**config.mk**
```make
export PLATFORM = sky130hd
export DESIGN_NAME = ext_bus_ctrl
export DESIGN_NICKNAME = d
export VERILOG_FILES = /design/src/rtl/ext_bus_ctrl.sv
export SDC_FILE = /design/constraint.sdc
export NUM_CORES = 1
export LEC_CHECK = 0
export CORE_MARGIN = 10
export CORE_UTILIZATION = 53
export DETAILED_ROUTE_END_ITERATION = 12
export PLACE_DENSITY = 0.89
export REMOVE_ABC_BUFFERS = 1
export SYNTH_ARGS = -nofsm -noshare
export SYNTH_HDL_FRONTEND = slang
export SYNTH_SLANG_ARGS = --single-unit
```
**constraint.sdc**
```tcl
create_clock -name clk -period 3.4 [get_ports clk]
set_clock_uncertainty 0.15 [all_clocks]
set_input_delay 0.51 -clock clk [delete_from_list [all_inputs] [get_ports clk]]
set_output_delay 0.51 -clock clk [all_outputs]
set_load 0.01 [all_outputs]
```
**src/rtl/ext_bus_ctrl.sv**
```systemverilog
// rtl/ext_bus_ctrl.sv - multiplexed P0/P2 external bus controller for the 8051 core
module ext_bus_ctrl (
  input  logic        clk,
  input  logic        rst,
  input  logic        ALE,
  input  logic        req,
  input  logic [1:0]  kind,
  input  logic [15:0] addr,
  input  logic [7:0]  wdata,
  output logic        ready,
  output logic        done,
  output logic [7:0]  rdata,
  output logic [7:0]  p0_out,
  output logic        p0_oe,
  input  logic [7:0]  p0_in,
  output logic [7:0]  p2_out,
  output logic        PSEN_n,
  output logic        RD_n,
  output logic        WR_n
);

  typedef enum logic [1:0] {
    S_IDLE = 2'd0,
    S_WAIT = 2'd1,
    S_ADDR = 2'd2,
    S_STRB = 2'd3
  } state_t;

  localparam logic [1:0] K_FETCH = 2'd0;
  localparam logic [1:0] K_READ  = 2'd1;
  localparam logic [1:0] K_WRITE = 2'd2;

  state_t      state;
  logic        ale_d;
  logic [2:0]  slot;
  logic [1:0]  job_kind;
  logic [15:0] job_addr;
  logic [7:0]  job_wdata;

  logic        rise;
  logic [15:0] start_addr;
  logic [1:0]  req_kind;

  // A rise is the first ALE-high cycle; ale_d resets high so a pulse already
  // in progress at reset release is not mistaken for a rise.
  assign rise = ALE & ~ale_d;

  // When a request is accepted on a rise in IDLE the captured registers are
  // not loaded yet, so the address phase takes the live bus address.
  assign start_addr = (state == S_IDLE) ? addr : job_addr;

  // Kind 3 is an alias for a code fetch.
  assign req_kind = (kind == 2'd3) ? K_FETCH : kind;

  // Bus cycle sequencer: capture, wait for ALE rise, address phase, strobe phase.
  always_ff @(posedge clk) begin
    if (rst) begin
      state     <= S_IDLE;
      ale_d     <= 1'b1;
      slot      <= 3'd0;
      job_kind  <= K_FETCH;
      job_addr  <= 16'h0000;
      job_wdata <= 8'h00;
      ready     <= 1'b1;
      done      <= 1'b0;
      rdata     <= 8'h00;
      p0_out    <= 8'hFF;
      p0_oe     <= 1'b0;
      p2_out    <= 8'hFF;
      PSEN_n    <= 1'b1;
      RD_n      <= 1'b1;
      WR_n      <= 1'b1;
    end else begin
      ale_d <= ALE;
      done  <= 1'b0;
      case (state)
        S_IDLE: begin
          if (req) begin
            job_addr  <= addr;
            job_wdata <= wdata;
            job_kind  <= req_kind;
            ready     <= 1'b0;
            if (rise) begin
              state  <= S_ADDR;
              slot   <= 3'd0;
              p0_out <= start_addr[7:0];
              p0_oe  <= 1'b1;
              p2_out <= start_addr[15:8];
            end else begin
              state <= S_WAIT;
            end
          end
        end
        S_WAIT: begin
          if (rise) begin
            state  <= S_ADDR;
            slot   <= 3'd0;
            p0_out <= start_addr[7:0];
            p0_oe  <= 1'b1;
            p2_out <= start_addr[15:8];
          end
        end
        S_ADDR: begin
          if (slot == 3'd1) begin
            state  <= S_STRB;
            slot   <= 3'd0;
            PSEN_n <= ~(job_kind == K_FETCH);
            RD_n   <= ~(job_kind == K_READ);
            WR_n   <= ~(job_kind == K_WRITE);
            if (job_kind == K_WRITE) begin
              p0_out <= job_wdata;
              p0_oe  <= 1'b1;
            end else begin
              p0_oe  <= 1'b0;
            end
          end else begin
            slot <= slot + 3'd1;
          end
        end
        S_STRB: begin
          if (slot == 3'd2) begin
            state  <= S_IDLE;
            slot   <= 3'd0;
            ready  <= 1'b1;
            done   <= 1'b1;
            PSEN_n <= 1'b1;
            RD_n   <= 1'b1;
            WR_n   <= 1'b1;
            p0_oe  <= 1'b0;
            if (job_kind != K_WRITE) begin
              rdata <= p0_in;
            end
          end else begin
            slot <= slot + 3'd1;
          end
        end
        default: begin
          state <= S_IDLE;
          ready <= 1'b1;
        end
      endcase
    end
  end

endmodule
```
======== Word level (Yosys, flattened, before mapping) ========
Cells that the tools add are included.
operators by class
  add/sub/neg operators ................... 1
  equal/unequal tests ..................... 14
  muxes and demuxes ....................... 37
  bitwise logic cells ..................... 6
  reduce and logical (&&, ||, !) cells .... 15
operators with widths
  operator               count
  $mux W8                6
  $pmux W8 S3            1
  $mux W16               1
  $pmux W8 S2            1
  $mux W2                6
  $mux W3                4
  $ne A2 B2 Y1 const B   6
  $pmux W3 S4            1
  $reduce_and A3 Y1      4
  $mux W1                11
  $eq A2 B2 Y1 const B   4
  $pmux W1 S2            4
  $pmux W2 S4            1
  $reduce_and A4 Y1      2
  $reduce_bool A2 Y1     3
  $not A1 Y1             5
  $eq A2 B1 Y1 const B   2
  $logic_not A2 Y1       2
  $pmux W1 S4            1
  $reduce_and A2 Y1      2
  $add A3 B1 Y3 const B  1
  $eq A3 B1 Y1 const B   1
  $eq A3 B2 Y1 const B   1
  $reduce_bool A3 Y1     1
  2 further kinds        2
word-level totals
  register bits after elaboration ......... 62
  input bits .............................. 38

======== Depth between registers and ports, before layout ========
Gate-level depths: netlist (run 1).
  depth in word-level cells ............... 5
  depth in mapped cells ................... 8
  gate-level depth less buffers ........... 6

======== Least setup slack after synthesis (run 1) ========
OpenSTA, ideal clock, no wires.
  kind .................................... reg2reg
  from .................................... reg state[0]
  to ...................................... reg p2_out[5]
  library setup time ...................... 0.120 ns
  arrival time ............................ 1.623 ns
  setup slack ............................. 1.507 ns
  cell stages (with the launch flop) ...... 9
  buffers on the path ..................... 2
  period minus slack after synthesis ...... 1.893 ns
  path through ............................ dfxtp_1 -> inv_1 -> ha_1 -> and2_1 -> buf_2 -> o21ai_2 -> buf_4 -> nor2_1 -> a211o_1
on the way
  longest elaborated chain between the ends .. 5
ends and longest elaborated chain
  element                   line    text
  start: declaration        33      state_t state;
  start signal: assignment  58      state <= S_IDLE;
  start signal: assignment  84      state <= S_ADDR;
  start signal: assignment  90      state <= S_WAIT;
  $logic_not A2 Y1          50, 76
  $mux W16                  50      assign start_addr = (state == S_IDLE) ? addr : job_addr;
  $mux W8                   83, 95
  $mux W8                   78      if (req) begin
  $pmux W8 S2               76      case (state)
  end signal: assignment    88      p2_out <= start_addr[15:8];
  end signal: assignment    100     p2_out <= start_addr[15:8];
  end: declaration          16      output logic [7:0] p2_out,
Parallel ways exist; a longest one is shown, timed or not. The select of a mux whose other input is x is not followed.
A chain may end at the register's enable or synchronous reset.

======== Worst setup path in the final report (run 1) ========
  from .................................... reg state[0]
  to ...................................... reg p0_out[4]
on the way
  longest elaborated chain between the ends .. 5
ends and longest elaborated chain
  element                 line    text
  $logic_not A2 Y1        50, 76
  $mux W16                50
  $mux W8                 83, 95
  $mux W8                 78
  $pmux W8 S3             76
  end signal: assignment  86      p0_out <= start_addr[7:0];
  end signal: assignment  98      p0_out <= start_addr[7:0];
  end signal: assignment  111     p0_out <= job_wdata;
  end: declaration        13      output logic [7:0] p0_out,
Parallel ways exist; a longest one is shown, timed or not. The select of a mux whose other input is x is not followed.

==> results_tabular.tex, run 1 <==
\begin{tabular}{lr}
\hline
Metric & Value \\
\hline
\multicolumn{2}{l}{\textbf{Timing}} \\
TNS Setup & 0 ns \\
Max Clock Freq & 413 MHz \\
Slew of the pin with the lowest slew margin & between 0.9 and 1 ns \\
Post-Route Hold Slack & around 0.25 ns \\
Max Transition Viols Final & 0 \\
Worst path setup slack after routing & between 0.9 and 1 ns \\
Number of hold-slack violations in the final timing report & 0 \\
Tcrit/Tclk final & 0.713 \\
Setup violation total in the final timing report & 0 \\
Setup repair after global routing missed its margin & no \\
Clock period minus final worst setup slack & $\sim$2.4 ns \\
Worst relative slew slack & 0.360 \\
\multicolumn{2}{l}{\textbf{Cells and area}} \\
Antenna diodes & 0 \\
Layout Area Growth over Synthesis & 32.7\% \\
Fraction of layout instances using a drive strength above 1 & 0.0643 \\
Final design instance area without fill & around 3700 sq um \\
Nets & approximately 430 \\
Commonest cells after routing, fill and taps aside & sky130\_fd\_sc\_hd\_\_clkdlybuf4s50\_1 (66), sky130\_fd\_sc\_hd\_\_dfxtp\_1 (62), sky130\_fd\_sc\_hd\_\_nand2\_1 (57) \\
Core occupancy in the finished layout & 0.721 \\
Final cell count without fillers & 459 \\
Most common cell after layout, fill and taps aside & sky130\_fd\_sc\_hd\_\_clkdlybuf4s50\_1 \\
\multicolumn{2}{l}{\textbf{Floorplan}} \\
Die Footprint & 8490 sq um \\
Vertical die dimension & 92.1 um \\
IO Pins & 68 \\
FP Rows & 26 \\
Starting density of the core & 0.543 \\
Placeable core region & between 5000 and 6000 sq um \\
Horizontal die dimension & just over 90 um \\
\multicolumn{2}{l}{\textbf{Detailed routing}} \\
Number of violations reported at the end of detailed-routing iteration 0 & $\sim$140 \\
Per-cell via count in the routed design & about 5.4 \\
Final routed wirelength across all metal layers & between 7000 and 8000 um \\
Via count & between 2000 and 2500 \\
Number of routed nets with antenna violations & 0 \\
Count of TritonRoute iterations in the first routing pass & 4 \\
Routed wire per std cell & between 15 and 20 um \\
DRC violation count after routing & 0 \\
\multicolumn{2}{l}{\textbf{Worst hold path}} \\
Endpoint of the worst hold path & job\_wdata[2] \\
Worst hold path class & primary input to register \\
Worst Hold Launch & rst \\
Worst Hold Depth & 2 \\
\multicolumn{2}{l}{\textbf{GRT}} \\
Pin count of the biggest net entering global routing & 39 \\
Number of global-route vias before repair & around 2500 \\
Global route total overflow & 0 \\
Global-route wire length before repair & approximately 12000 um \\
Total global-route track usage & 0.165 \\
Number of antenna violations at the first check in global routing & 0 \\
\multicolumn{2}{l}{\textbf{Power}} \\
Sw Share & 0.340 \\
Internal power of the cells & roughly 1.6 mW \\
Clock share of power & 0.290 \\
Total power draw & 2.45 mW \\
P per Cell Area & $\sim$670 nW/um\^{}2 \\
Highest ir drop seen on vdd & 0.423 mV \\
Sequential fraction of design power & 0.357 \\
Fraction of power consumed by combinational cells & 0.352 \\
Switching component of the power & roughly 0.83 mW \\
Leakage & roughly 1.5 nW \\
\multicolumn{2}{l}{\textbf{Placement}} \\
Dpl cells & 443 \\
DP Worst Slack & 1.03 ns \\
Half-perimeter wire length after detailed placement & around 4800 um \\
Number of I/O port buffers & between 60 and 70 \\
DP Area & 3440 sq um \\
Final weighted congestion in routability-driven placement & 0.817 \\
\multicolumn{2}{l}{\textbf{Outcome}} \\
Status & finished, final reports clean \\
\multicolumn{2}{l}{\textbf{Setup path}} \\
Depth of the most critical reg-to-reg path & 6 \\
Data arrival time of the worst path & about 2.5 ns \\
Capture point of the worst reg-to-reg path & p0\_out[4] \\
Register-to-register path setup slack & $\sim$1 ns \\
Path type of the worst setup path & register to register \\
Startpoint types & register \\
Top fanout value on the critical path & 16 \\
RR Startpoint & state[0] \\
Endpoint kind of the worst setup timing path & register \\
Data required time at the worst endpoint & roughly 3.5 ns \\
\multicolumn{2}{l}{\textbf{Yosys}} \\
Synth Instances & 323 \\
Number of warnings printed during yosys synthesis & 0 \\
Fraction of the yosys area taken by sequential cells & 0.450 \\
Netlist Area Pre-Place & 2760 sq um \\
Number of distinct library cell variants in the gate-level netlist after synthesis & 36 \\
Total of flip-flops plus latches after synthesis & 62 \\
Post-synthesis average cell area & $\sim$8.5 sq um \\
\multicolumn{2}{l}{\textbf{Clocking}} \\
Total CTS buffers & 9 \\
Buffer levels on the longest clock path & 2 \\
H-Tree Depth & 3 \\
Clock insertion delay at the later pin of the skew report & 0.34 ns \\
Clock tree from TritonCTS & built \\
Post CTS Setup Buffer Count & 0 \\
Total number of clock tree sinks & just over 60 \\
Hold buffer count at CTS & 0 \\
CTS Root Buffer Type & sky130\_fd\_sc\_hd\_\_clkbuf\_8 \\
Post-CTS Resized & 0 \\
Clock transition at path regs & $\sim$0.070 ns \\
\multicolumn{2}{l}{\textbf{Flow run}} \\
Total of max-cap violations & 0 \\
\hline
\end{tabular}
[area by class of cell]
type,instances,area (sq um)
Multi-Input combinational cell,236,1400
Clock inverter,4,70.1
Tap cell,70,87.6
Sequential cell,62,1240
Clock buffer,12,145
Timing Repair Buffer,71,696
Inverter,4,15.0
Fill cell,392,1420
[layer usage]
layer | wire length [um] | GRT usage
met4 | 99 | 0.0617
met1 | 2990 | 0.180
met2 | 3490 | 0.278
met5 | 0 | 0
met3 | 467 | 0.0717
[worst max-delay path by stage]
stage	start	end	slack (ns)	cells past startpoint
CTS	state[0]	p0_out[4]	1.03	6
detailed placement	req	p2_out[7]	1.03	5
global placement	state[0]	p0_out[4]	1.09	6
finish	state[0]	p0_out[4]	0.98	6
floorplan	state[0]	p2_out[0]	0.73	5
global route	state[0]	p0_out[4]	0.78	6
[synthesized netlist by cell type]
library cell | number | area, sq um
sky130_fd_sc_hd__dfxtp_1 | 62 | 1240
sky130_fd_sc_hd__nand4bb_1 | 2 | 22.5
sky130_fd_sc_hd__buf_4 | 2 | 15.0
sky130_fd_sc_hd__nor3_1 | 3 | 15.0
sky130_fd_sc_hd__inv_2 | 1 | 3.75
sky130_fd_sc_hd__nand3b_1 | 3 | 22.5
sky130_fd_sc_hd__o21ai_0 | 2 | 10.0
sky130_fd_sc_hd__nor2b_1 | 11 | 68.8
sky130_fd_sc_hd__nor3b_2 | 1 | 12.5
sky130_fd_sc_hd__mux2i_1 | 34 | 340
sky130_fd_sc_hd__o31ai_1 | 1 | 7.51
sky130_fd_sc_hd__o21bai_1 | 2 | 15.0
sky130_fd_sc_hd__clkbuf_1 | 12 | 45.0
sky130_fd_sc_hd__nor4_1 | 2 | 12.5
sky130_fd_sc_hd__or2_2 | 1 | 6.26
sky130_fd_sc_hd__o21a_1 | 1 | 7.51
sky130_fd_sc_hd__nand2b_1 | 4 | 25.0
sky130_fd_sc_hd__a21oi_1 | 47 | 235
sky130_fd_sc_hd__o32ai_1 | 1 | 8.76
sky130_fd_sc_hd__a32o_1 | 1 | 10.0
sky130_fd_sc_hd__ha_1 | 5 | 62.6
sky130_fd_sc_hd__o21ai_2 | 1 | 8.76
sky130_fd_sc_hd__nor4b_1 | 2 | 17.5
sky130_fd_sc_hd__a211o_1 | 10 | 87.6
sky130_fd_sc_hd__buf_6 | 1 | 11.3
sky130_fd_sc_hd__a311oi_1 | 1 | 8.76
sky130_fd_sc_hd__a21o_1 | 1 | 7.51
sky130_fd_sc_hd__buf_2 | 3 | 15.0
sky130_fd_sc_hd__and2_1 | 1 | 6.26
sky130_fd_sc_hd__inv_1 | 3 | 11.3
sky130_fd_sc_hd__nor2_1 | 39 | 146
sky130_fd_sc_hd__buf_1 | 3 | 11.3
sky130_fd_sc_hd__a31o_2 | 1 | 8.76
sky130_fd_sc_hd__nand2_1 | 57 | 214
sky130_fd_sc_hd__nand3_2 | 1 | 10.0
sky130_fd_sc_hd__or3_1 | 1 | 6.26
[power groups by stage]
stage | sequential [mW] | clock [mW] | combinational, mW
after global routing | 0.886 | 0.750 | 0.948
after global placement | 0.882 | 0 | 0.820
after CTS | 0.873 | 0.724 | 0.855
after detailed placement | 0.887 | 0 | 0.847
after floorplan | 0.885 | 0 | 0.577
final | 0.875 | 0.711 | 0.863
[registers in the layout (all words and copies together) (netlist names)]
| register | flops |
|---|---|
| job_addr | 16 |
| job_wdata | 8 |
| p0_out | 8 |
| p2_out | 8 |
| rdata | 8 |
| slot | 3 |
| job_kind | 2 |
| state | 2 |
| PSEN_n | 1 |
| RD_n | 1 |
| WR_n | 1 |
| ale_d | 1 |
| done | 1 |
| p0_oe | 1 |
| ready | 1 |
[critical path, cell delays in order (launching register included)]
cell	delay, ns
sky130_fd_sc_hd__dfxtp_1	0.34
sky130_fd_sc_hd__inv_1	0.14
sky130_fd_sc_hd__ha_1	0.53
sky130_fd_sc_hd__nand3b_1	0.24
sky130_fd_sc_hd__o32ai_1	0.31
sky130_fd_sc_hd__nand2_1	0.36
sky130_fd_sc_hd__mux2i_1	0.21
[kinds of logic (layout without fill, tap and decap cells)]
family	count (synthesis)	in the layout	share of synthesized area
adder cells (fa/ha/maj)	5	5	0.0227
buffers and inverters	25	91	0.0408
AO/OA/AOI/OAI	69	69	0.151
AND/OR/NAND/NOR	128	128	0.212
flip-flops	62	62	0.450
multiplexers	34	34	0.123
No activity file was read; power rests on OpenSTA's default activity.
==> inputs of run 2 (changes only) <==
Settings changed: CORE_UTILIZATION 53 to 49, PLACE_DENSITY 0.89 to 0.83.
Clock period 3.4 ns to 2.4 ns, I/O delays scaled along.
==> run 2 against run 1 <==
Effect of this change:
- first-iteration DRC count shrank 13%
- core utilization fell by 5.1 points
- count of clock-buffer cells in the layout did not move
- die area grew 6.4%
- register-to-register slack worse by 0.71 ns
- sequential power up 41%
- critical path type unchanged
- critical endpoint is now p0_out[7]
- largest power group is now combinational cells
- highest routed layer unchanged
==> results_tabular.tex, run 2 (same netlist as run 1, synthesis figures left out) <==
\begin{tabular}{lr}
\hline
Metric & Value \\
\hline
\multicolumn{2}{l}{\textbf{Cells and area}} \\
Commonest cells after routing, fill and taps aside & sky130\_fd\_sc\_hd\_\_clkdlybuf4s50\_1 (66), sky130\_fd\_sc\_hd\_\_dfxtp\_1 (62), sky130\_fd\_sc\_hd\_\_nand2\_1 (57) \\
Flip-flop count of the largest register after layout & 16 (unchanged) \\
Core occupancy in the finished layout & 0.669 (-0.0515) \\
Final design instance area without fill & 3660 sq um (+0.14\%) \\
Final cell count without fillers & 464 (+1.1\%) \\
Antenna diodes & 0 (unchanged) \\
Fraction of layout instances using a drive strength above 1 & 0.0689 (+0.00461) \\
Area used by sequential logic in the layout & 1240 sq um (unchanged) \\
Nets & 430 (+0.70\%) \\
Multi-input gate area in the final layout & 1400 sq um (unchanged) \\
Layout Area Growth over Synthesis & 32.8\% \\
Most common cell after layout, fill and taps aside & sky130\_fd\_sc\_hd\_\_clkdlybuf4s50\_1 \\
Register bank with the most flops & job\_addr \\
Fillcell total & 476 (+21\%) \\
\multicolumn{2}{l}{\textbf{Clocking}} \\
CTS Root Buffer Type & sky130\_fd\_sc\_hd\_\_clkbuf\_8 \\
Post CTS Setup Buffer Count & 0 (unchanged) \\
Total CTS buffers & 9 (unchanged) \\
Hold buffer count at CTS & 0 (unchanged) \\
H-Tree Depth & 3 (unchanged) \\
Clock transition at path regs & 0.07 ns (about the same) \\
Post-CTS Resized & 0 (unchanged) \\
Clock tree from TritonCTS & built \\
Clock insertion delay at the later pin of the skew report & 0.33 ns (about the same) \\
Buffer levels on the longest clock path & 2 (unchanged) \\
Total number of clock tree sinks & 62 (unchanged) \\
\multicolumn{2}{l}{\textbf{Setup path}} \\
Path type of the worst setup path & register to register \\
Top fanout value on the critical path & 9 (-7) \\
Startpoint types & register \\
Data required time at the worst endpoint & 2.45 ns (-1.01 ns) \\
Endpoint kind of the worst setup timing path & register \\
Data arrival time of the worst path & 2.18 ns (-0.30 ns) \\
\multicolumn{2}{l}{\textbf{Floorplan}} \\
Vertical die dimension & 95.0 um (+3.1\%) \\
IO Pins & 68 (unchanged) \\
Placeable core region & 5470 sq um (+7.8\%) \\
FP Rows & 27 (+3.8\%) \\
Horizontal die dimension & 95.0 um (+3.1\%) \\
Die Footprint & 9030 sq um (+6.4\%) \\
Starting density of the core & 0.504 (-0.0395) \\
\multicolumn{2}{l}{\textbf{Detailed routing}} \\
Count of TritonRoute iterations in the first routing pass & 4 (unchanged) \\
DRC violation count after routing & 0 (unchanged) \\
Per-cell via count in the routed design & 5.31 (-1.2\%) \\
Routed wire per std cell & 14.7 um (-4.0\%) \\
Via count & 2464 (-0.081\%) \\
Number of routed nets with antenna violations & 0 (unchanged) \\
Final routed wirelength across all metal layers & 6840 um (-2.9\%) \\
Number of violations reported at the end of detailed-routing iteration 0 & 123 (-13\%) \\
\multicolumn{2}{l}{\textbf{Placement}} \\
DP Area & 3480 sq um (+1.1\%) \\
Dpl cells & 448 (+1.1\%) \\
DP Worst Slack & 0.260 ns (-0.773 ns) \\
Final weighted congestion in routability-driven placement & 0.853 (+4.4\%) \\
Number of I/O port buffers & 67 (unchanged) \\
Half-perimeter wire length after detailed placement & 4860 um (+2.1\%) \\
\multicolumn{2}{l}{\textbf{Power}} \\
Fraction of power consumed by combinational cells & 0.372 (+0.020) \\
Highest ir drop seen on vdd & 0.556 mV (+32\%) \\
Sequential fraction of design power & 0.369 (+0.012) \\
Switching component of the power & 1.16 mW (+39\%) \\
Clock share of power & 0.260 (-0.030) \\
P per Cell Area & 914 nW/um\^{}2 (+36\%) \\
Internal power of the cells & 2.19 mW (+35\%) \\
Leakage & 1.55 nW (about the same) \\
Sw Share & 0.347 (+0.00693) \\
\multicolumn{2}{l}{\textbf{GRT}} \\
Number of global-route vias before repair & 2534 (+1.2\%) \\
Pin count of the biggest net entering global routing & 45 (+15\%) \\
Number of antenna violations at the first check in global routing & 0 (unchanged) \\
Global route total overflow & 0 (unchanged) \\
Global-route wire length before repair & 11600 um (about the same) \\
Total global-route track usage & 0.157 (-0.00811) \\
\multicolumn{2}{l}{\textbf{Timing}} \\
Worst path setup slack after routing & 0.271 ns (-0.705 ns) \\
Max Transition Viols Final & 0 (unchanged) \\
Worst relative slew slack & 0.484 (+0.124) \\
Tcrit/Tclk final & 0.887 (+0.174) \\
Slew of the pin with the lowest slew margin & 0.774 ns (-0.183 ns) \\
Setup violation total in the final timing report & 0 (unchanged) \\
Number of hold-slack violations in the final timing report & 0 (unchanged) \\
Setup repair after global routing missed its margin & no \\
Max Clock Freq & 470 MHz (+14\%) \\
Clock period minus final worst setup slack & 2.13 ns (-0.295 ns) \\
\multicolumn{2}{l}{\textbf{Flow run}} \\
Total of max-cap violations & 0 (unchanged) \\
\multicolumn{2}{l}{\textbf{Worst hold path}} \\
Worst hold path class & register to register \\
\multicolumn{2}{l}{\textbf{Outcome}} \\
Status & finished, final reports clean \\
\hline
\end{tabular}
==> run 2: final timing paths <==
path | start | endpoint | slack, ns | cells past startpoint
max | state[0] | p0_out[7] | 0.27 | 6
min | job_addr[2] | job_addr[2] | 0.31 | 2
max reg2reg | state[0] | p0_out[7] | 0.27 | 6
min reg2reg | job_addr[2] | job_addr[2] | 0.31 | 2
==> run 2: stage by stage <==
step	power [mW]	hold WS, ns	TNS (ns)
after floorplan	2.07	0.279	-2.17
after global placement	2.44	0.291	0
after detailed placement	2.50	0.296	0
after CTS	3.36	0.305	0
after global routing	3.55	0.332	0
final	3.35	0.305	0
==> run 2: area by class of cell <==
cell class,instances,share of cell area
multi-input combinational,236,0.383
sequential,62,0.339
timing repair buffer,74,0.199
clock buffer,12,0.0369
tap,72,0.0246
clock inverter,4,0.0130
inverter,4,0.00410
==> run 2: worst max-delay path: stages, from the launching register on <==
cell and delay, ns:
sky130_fd_sc_hd__dfxtp_1 0.33, sky130_fd_sc_hd__inv_1 0.13, sky130_fd_sc_hd__ha_1 0.36, sky130_fd_sc_hd__nand3b_1 0.19, sky130_fd_sc_hd__o32ai_1 0.28, sky130_fd_sc_hd__nand2_1 0.35
sky130_fd_sc_hd__mux2i_1 0.21
==> run 2: power by group through the flow <==
stage          clock network (mW)  registers [mW]  logic [mW]
5_1_grt                     0.921            1.25        1.38
3_3_place_gp                    0            1.25        1.19
4_1_cts                     0.881            1.23        1.25
3_5_place_dp                    0            1.26        1.24
2_1_floorplan                   0            1.25       0.818
6_report                    0.869            1.23        1.24
==> run 2: per-layer routing <==
layer,global-route usage,up-vias,wire length [um]
met3,0.0495,8,459
li1,-,1227,-
met1,0.184,1155,2780
met2,0.267,74,3540
met4,0.0524,0,61
met5,0,-,0
